`src/rtl/pep_ks_common_param_pkg.sv`:
```
// Shared key-switch parameters plus the buffered block layout used by the LWE output stage.
package pep_ks_common_param_pkg;

  localparam int MOD_KSK_W       = 16;
  localparam int PID_W           = 5;
  localparam int LBX             = 3;
  localparam int LWE_K_P1        = 5;
  localparam int KS_BLOCK_COL_NB = (LWE_K_P1 + LBX - 1) / LBX;
  localparam int KS_BLOCK_COL_W  = (KS_BLOCK_COL_NB > 1) ? $clog2(KS_BLOCK_COL_NB) : 1;
  localparam int KS_COL_W        = (KS_BLOCK_COL_NB * LBX > 1) ? $clog2(KS_BLOCK_COL_NB * LBX) : 1;
  localparam int KS_X_W          = (LBX > 1) ? $clog2(LBX) : 1;
  localparam int OUT_FIFO_DEPTH  = 4;

  // The final column block only carries the columns that remain after the full blocks.
  localparam int KS_LAST_BLK_COL_NB = LWE_K_P1 - (KS_BLOCK_COL_NB - 1) * LBX;

  typedef struct packed {
    logic [LBX-1:0][MOD_KSK_W-1:0] data;
    logic [PID_W-1:0]              pid;
    logic [KS_BLOCK_COL_W-1:0]     col_blk;
  } lwe_blk_t;

  typedef enum logic {
    SER_IDLE = 1'b0,
    SER_RUN  = 1'b1
  } ser_state_e;

  function automatic logic [KS_X_W-1:0] blk_last_x(input logic [KS_BLOCK_COL_W-1:0] col);
    return (int'(col) == KS_BLOCK_COL_NB - 1) ? KS_X_W'(KS_LAST_BLK_COL_NB - 1)
                                               : KS_X_W'(LBX - 1);
  endfunction

  function automatic logic [KS_COL_W-1:0] blk_base_idx(input logic [KS_BLOCK_COL_W-1:0] col);
    return KS_COL_W'(int'(col) * LBX);
  endfunction

endpackage

```
`src/rtl/pep_ks_out_fifo.sv`:
```
// Generic DEPTH x WIDTH FIFO with registered write-ready; pointers wrap at any DEPTH.
module pep_ks_out_fifo #(
  parameter int WIDTH = 8,
  parameter int DEPTH = 4
) (
  input  logic             clk,
  input  logic             s_rst,
  input  logic             wr_en,
  input  logic [WIDTH-1:0] wr_data,
  output logic             wr_rdy,
  input  logic             rd_en,
  output logic [WIDTH-1:0] rd_data,
  output logic             full,
  output logic             empty
);

  localparam int PTR_W = (DEPTH > 1) ? $clog2(DEPTH) : 1;
  localparam int CNT_W = $clog2(DEPTH + 1);

  logic [WIDTH-1:0] mem [DEPTH];
  logic [PTR_W-1:0] wr_ptr;
  logic [PTR_W-1:0] rd_ptr;
  logic [CNT_W-1:0] cnt;
  logic [CNT_W-1:0] cnt_nxt;

  function automatic logic [PTR_W-1:0] ptr_inc(input logic [PTR_W-1:0] p);
    return (p == PTR_W'(DEPTH - 1)) ? '0 : p + 1'b1;
  endfunction

  always_comb begin
    cnt_nxt = cnt;
    if (wr_en && !rd_en)      cnt_nxt = cnt + 1'b1;
    else if (!wr_en && rd_en) cnt_nxt = cnt - 1'b1;
  end

  // wr_rdy is looked ahead from cnt_nxt so it equals !full of the registered count.
  always_ff @(posedge clk) begin
    if (s_rst) begin
      wr_ptr <= '0;
      rd_ptr <= '0;
      cnt    <= '0;
      wr_rdy <= 1'b0;
    end else begin
      if (wr_en) wr_ptr <= ptr_inc(wr_ptr);
      if (rd_en) rd_ptr <= ptr_inc(rd_ptr);
      cnt    <= cnt_nxt;
      wr_rdy <= (cnt_nxt != CNT_W'(DEPTH));
    end
  end

  always_ff @(posedge clk) begin
    if (wr_en) mem[wr_ptr] <= wr_data;
  end

  assign rd_data = mem[rd_ptr];
  assign full    = (cnt == CNT_W'(DEPTH));
  assign empty   = (cnt == '0);

endmodule

```
`src/rtl/pep_ks_lwe_out_buf.sv`:
```
// KS output stage: buffers LBX-wide column blocks and serializes valid coefficients one per cycle.
module pep_ks_lwe_out_buf
  import pep_ks_common_param_pkg::*;
#(
  parameter int DATA_W     = MOD_KSK_W,
  parameter int FIFO_DEPTH = OUT_FIFO_DEPTH
) (
  input  logic                      clk,
  input  logic                      s_rst,
  input  logic                      in_vld,
  output logic                      in_rdy,
  input  logic [LBX*DATA_W-1:0]     in_data,
  input  logic [PID_W-1:0]          in_pid,
  input  logic [KS_BLOCK_COL_W-1:0] in_col_blk,
  output logic                      out_vld,
  input  logic                      out_rdy,
  output logic [DATA_W-1:0]         out_data,
  output logic [PID_W-1:0]          out_pid,
  output logic [KS_COL_W-1:0]       out_idx,
  output logic                      out_last,
  output logic                      fifo_empty
);

  localparam int BLK_W = $bits(lwe_blk_t);
  localparam logic [KS_COL_W-1:0] LAST_IDX = KS_COL_W'(LWE_K_P1 - 1);

  lwe_blk_t         blk_in;
  lwe_blk_t         head;
  logic [BLK_W-1:0] fifo_rd;
  logic             push;
  logic             pop;
  logic             fifo_full;
  logic             fifo_empty_w;

  assign blk_in.data    = in_data;
  assign blk_in.pid     = in_pid;
  assign blk_in.col_blk = in_col_blk;
  assign push           = in_vld && in_rdy;
  assign head           = fifo_rd;

  pep_ks_out_fifo #(
    .WIDTH (BLK_W),
    .DEPTH (FIFO_DEPTH)
  ) u_fifo (
    .clk     (clk),
    .s_rst   (s_rst),
    .wr_en   (push),
    .wr_data (blk_in),
    .wr_rdy  (in_rdy),
    .rd_en   (pop),
    .rd_data (fifo_rd),
    .full    (fifo_full),
    .empty   (fifo_empty_w)
  );

  ser_state_e                state_q;
  ser_state_e                state_nxt;
  logic                      load;
  logic                      adv;
  logic                      x_last;
  logic [LBX*DATA_W-1:0]     sh_p1;
  logic [PID_W-1:0]          pid_p1;
  logic [KS_COL_W-1:0]       idx_p1;
  logic [KS_COL_W-1:0]       idx_inc;
  logic                      last_p1;
  logic [KS_X_W-1:0]         x_p1;
  logic [KS_X_W-1:0]         lastx_p1;

  assign x_last  = (x_p1 == lastx_p1);
  assign idx_inc = idx_p1 + 1'b1;

  always_ff @(posedge clk) begin
    if (s_rst) state_q <= SER_IDLE;
    else       state_q <= state_nxt;
  end

  always_comb begin
    state_nxt = state_q;
    case (state_q)
      SER_IDLE: if (!fifo_empty_w) state_nxt = SER_RUN;
      SER_RUN:  if (out_rdy && x_last && fifo_empty_w) state_nxt = SER_IDLE;
      default:  state_nxt = SER_IDLE;
    endcase
  end

  // On the last column of a block the next head is loaded in the same cycle: no bubble.
  always_comb begin
    load = 1'b0;
    adv  = 1'b0;
    case (state_q)
      SER_IDLE: load = !fifo_empty_w;
      SER_RUN: begin
        if (out_rdy) begin
          if (x_last) load = !fifo_empty_w;
          else        adv  = 1'b1;
        end
      end
      default: ;
    endcase
  end

  assign pop = load;

  // Output stage: shift register presents column x in its low DATA_W bits.
  always_ff @(posedge clk) begin
    if (s_rst) begin
      sh_p1    <= '0;
      pid_p1   <= '0;
      idx_p1   <= '0;
      last_p1  <= 1'b0;
      x_p1     <= '0;
      lastx_p1 <= '0;
    end else if (load) begin
      sh_p1    <= head.data;
      pid_p1   <= head.pid;
      idx_p1   <= blk_base_idx(head.col_blk);
      last_p1  <= (blk_base_idx(head.col_blk) == LAST_IDX);
      x_p1     <= '0;
      lastx_p1 <= blk_last_x(head.col_blk);
    end else if (adv) begin
      sh_p1    <= sh_p1 >> DATA_W;
      idx_p1   <= idx_inc;
      last_p1  <= (idx_inc == LAST_IDX);
      x_p1     <= x_p1 + 1'b1;
    end
  end

  assign out_vld    = (state_q == SER_RUN);
  assign out_data   = sh_p1[DATA_W-1:0];
  assign out_pid    = pid_p1;
  assign out_idx    = idx_p1;
  assign out_last   = last_p1;
  assign fifo_empty = fifo_empty_w && (state_q == SER_IDLE);

  col_blk_legal_a: assert property (@(posedge clk) disable iff (s_rst)
    push |-> (int'(in_col_blk) < KS_BLOCK_COL_NB))
    else $error("in_col_blk out of range: %0d", in_col_blk);

  no_overflow_a: assert property (@(posedge clk) disable iff (s_rst) !(push && fifo_full))
    else $error("push into full output FIFO");

endmodule

```
`config.mk`:
```
export PLATFORM = sky130hd
export DESIGN_NAME = pep_ks_lwe_out_buf
export DESIGN_NICKNAME = d
export VERILOG_FILES = /design/src/rtl/pep_ks_common_param_pkg.sv /design/src/rtl/pep_ks_out_fifo.sv /design/src/rtl/pep_ks_lwe_out_buf.sv
export SDC_FILE = /design/constraint.sdc
export NUM_CORES = 1
export LEC_CHECK = 0
export CORE_UTILIZATION = 55
export CTS_BUF_LIST = sky130_fd_sc_hd__clkbuf_4 sky130_fd_sc_hd__clkbuf_8
export CTS_CLUSTER_DIAMETER = 80
export CTS_CLUSTER_SIZE = 24
export DETAILED_ROUTE_END_ITERATION = 10
export PLACE_DENSITY = 0.88
export SLEW_MARGIN = 15
export SYNTH_ARGS = -nofsm -noshare
export SYNTH_HDL_FRONTEND = slang
export SYNTH_SLANG_ARGS = --single-unit
```
`constraint.sdc`:
```
create_clock -name clk -period 2.6 [get_ports clk]
set_input_delay 0.52 -clock clk [delete_from_list [all_inputs] [get_ports clk]]
set_output_delay 0.52 -clock clk [all_outputs]
set_load 0.005 [all_outputs]
```
==> impl_metrics.toml <==
[cells_and_area]
antenna_cells = 0
final_core_util = 0.6417
nets = 818
drive_gt1_frac = 0.1803
multi_input_area_um2 = 2920
syn_to_final_growth_pct = 13.16
mostFrequentLayoutCell = "edfxtp_1"
final_cell_mix = "edfxtp_1 (216), nand2_1 (94), clkdlybuf4s50_1 (84)"
seq_area_um2 = 7933
n_fill_cell = 1310

[routing]
ant_nets = 0
post_drt_wl_per_cell_um = 20.92
drt-vias-per-instance = 5.875
wl_met1_um = 8993
wl_met3_um = 1355
wl_met2_um = 10730
drtIter0Drc = 534
first_pass_iters = 5
remaining_drc_errors = 0
topRoutingLayerUsed = "met4"
drt_wl_total_um = 21440
vias = 6022

[clock_network]
clk_path_buf_depth = 3
ctsResizeCount = 1
cts_buffers = 15
hold_buffers = 0
h-tree-depth = 1
root_buffer = "clkbuf_8"
cts.clk_slew.worst_paths_ns = 0.14
cts_sinks = 288
clock_latency_ns = 0.53
cts_tree = "built"
post_cts_buffers = 0

[worst_setup_path]
cp.required_ns = 2.08
critPathArrivalTime_ns = 1.96
cp-start-kind = "register"
path_cells = "inv_2 > ha_2 > nand2b_2 > nor2_1 > clkdlybuf4s50_1"
cp-end-kind = "output pin"
r2r_slack_ns = 0.51
crit_fanout = 4
r2r-end = "sh_p1[22]$_SDFFE_PP0P_"
reg2reg_from = "x_p1[0]$_SDFFE_PP0P_"
r2r_cells = 6
cpMaxStageDelayCell = "clkdlybuf4s50_1"
slowest_delay_ns = 0.50
criticalPathCategory = "register to output pin"

[sta]
maxSlewHeadroom = 0.5716
fin_tns_setup_ns = 0
period_minus_slack_ns = 2.481
fmax_ghz = 0.4031
fin_crit_sh = 0.9541
hold_violations = 0
skew_ns = 0.01278
rsz0062_at_grt = "false"
drv_slew = 0
worst_pin_slew_ns = 0.6396
setup_violations = 0

[synthesis]
async_flop_share = 0
ys_types = 42
yosysSeqAreaShare = 0.7090
syn_inst = 687
mappedNetlistNets = 754
yosys_most_used_dff = "edfxtp_1"
synth_area_um2 = 11180
synth_area_per_cell_um2 = 16.28
ys.warnings.count = 0
synth_edf_count = 216
ys_ff_latch = 288

[grt]
grt_pass1_wl_um = 33200
grt_use_total = 0.2131
grt_max_degree = 55
grt_overflow_total = 0
grt_pass1_vias = 6027
antenna_found_initial = 0

[floorplanning]
fp.dieArea_um2 = 20900
core_um2 = 19720
dieHeight_um = 144.6
io_pins = 86
die_w_um = 144.6
start_util = 0.5671
rows = 51

[min_path]
worstHoldStart = "s_rst"
hold_end = "u_fifo.cnt[0]$_SDFF_PP0_"
hold_depth = 2
hold_class = "input pin to register"

[placed_design]
port_buffers = 85
gp_congestion = 0.8517
place_hpwl_um = 13740

[outcome]
status = "finished, final reports clean"

[power_and_ir_drop]
power_leakage_nw = 4.015
powerDensity_nw_per_um2 = 971.5
ir_drop_uv = 430.1
power_mw = 12.29

[flow_run]
max-cap-violations = 0
-- worst max path at each step --
stage          depth (start not counted)                           from                    endpoint  slack [ns]
5_1_grt                                5       u_fifo.cnt[0]$_SDFF_PP0_                  fifo_empty        0.02
3_5_place_dp                           7                        out_rdy       sh_p1[1]$_SDFFE_PP0P_        0.25
6_report                               5       u_fifo.cnt[0]$_SDFF_PP0_                  fifo_empty        0.12
3_3_place_gp                           7                        out_rdy       sh_p1[2]$_SDFFE_PP0P_        0.27
2_1_floorplan                          3  u_fifo.wr_ptr[0]$_SDFFE_PP0P_  u_fifo.mem[0][0]$_DFFE_PP_        0.32
4_1_cts                                5       u_fifo.cnt[0]$_SDFF_PP0_                  fifo_empty       0.005
-- report_power, final --
group          switching (mW)  internal (mW)  leakage (nW)  total (mW)
Sequential              0.474           5.70          2.56        6.17
Combinational            2.14           2.02          1.30        4.16
Clock                    1.26          0.699         0.154        1.96
-- synth_stat cells, types with 4 or more instances --
master	n	area, um2
edfxtp_1	216	6486
nand2_1	94	352.8
dfxtp_1	72	1441
mux4_2	54	1216
a21oi_1	40	200.2
nor2_1	34	127.6
nand3_1	25	125.1
buf_4	20	150.1
clkbuf_1	20	75.07
a311oi_2	19	285.3
buf_2	14	70.07
ha_1	9	112.6
a311oi_1	7	61.31
xnor2_1	7	61.31
a22oi_1	6	45.04
inv_1	6	22.52
nor3_1	5	25.02
and3_1	4	25.02
xor2_1	4	35.03
-- state kept, by name (all words and copies together) (netlist names), named ones only --
| register | cells |
|---|---|
| u_fifo.cnt | 3 |
| x_p1 | 2 |
| out_last | 1 |
| u_fifo.wr_rdy | 1 |
| out_vld | 1 |
| lastx_p1 | 2 |
| out_pid | 5 |
| u_fifo.wr_ptr | 2 |
| u_fifo.mem | 216 |
| out_idx | 3 |
| u_fifo.rd_ptr | 2 |
| sh_p1 | 48 |
-- layer usage --
metal | up-vias | GRT usage
met5 | - | 0
met4 | 0 | 0.05817
met3 | 25 | 0.03311
met2 | 213 | 0.3545
met1 | 3043 | 0.2942
li1 | 2741 | -
-- cell type report --
type                            instances  share of cell area
Clock buffer                           25             0.02225
Clock inverter                          1           0.0005933
Multi-Input combinational cell        334              0.2308
Inverter                                7            0.002077
Tap cell                              265             0.02620
Timing Repair Buffer                  105             0.09117
Sequential cell                       288              0.6269
-- per-stage QoR --
step           setup slack [ns]  area, um2  instances  hold WS (ns)
6_report                 0.1193      12650       1025        0.4700
5_1_grt                 0.02313      12650       1025        0.4850
4_1_cts                0.004575      12620       1024        0.4421
3_5_place_dp             0.2484      12330        998        0.4620
3_3_place_gp             0.2698      12330        998        0.4541
2_1_floorplan            0.3176      11180        687        0.4441
-- worst max-delay path: cells and delay by family, from the launching register on --
kind          cells  cell delay [ns]
simple gates      2             0.21
buf+inv           2             0.61
fa+ha+maj         1             0.22
flops             1             0.39
-- cell families after synthesis --
group	share of synthesized area
simple gates	0.06434
flops	0.7090
buf+inv	0.03222
compound gates	0.06512
xor+xnor	0.008616
mux	0.1107
fa+ha+maj	0.01007
No activity file was read; power rests on OpenSTA's default activity.
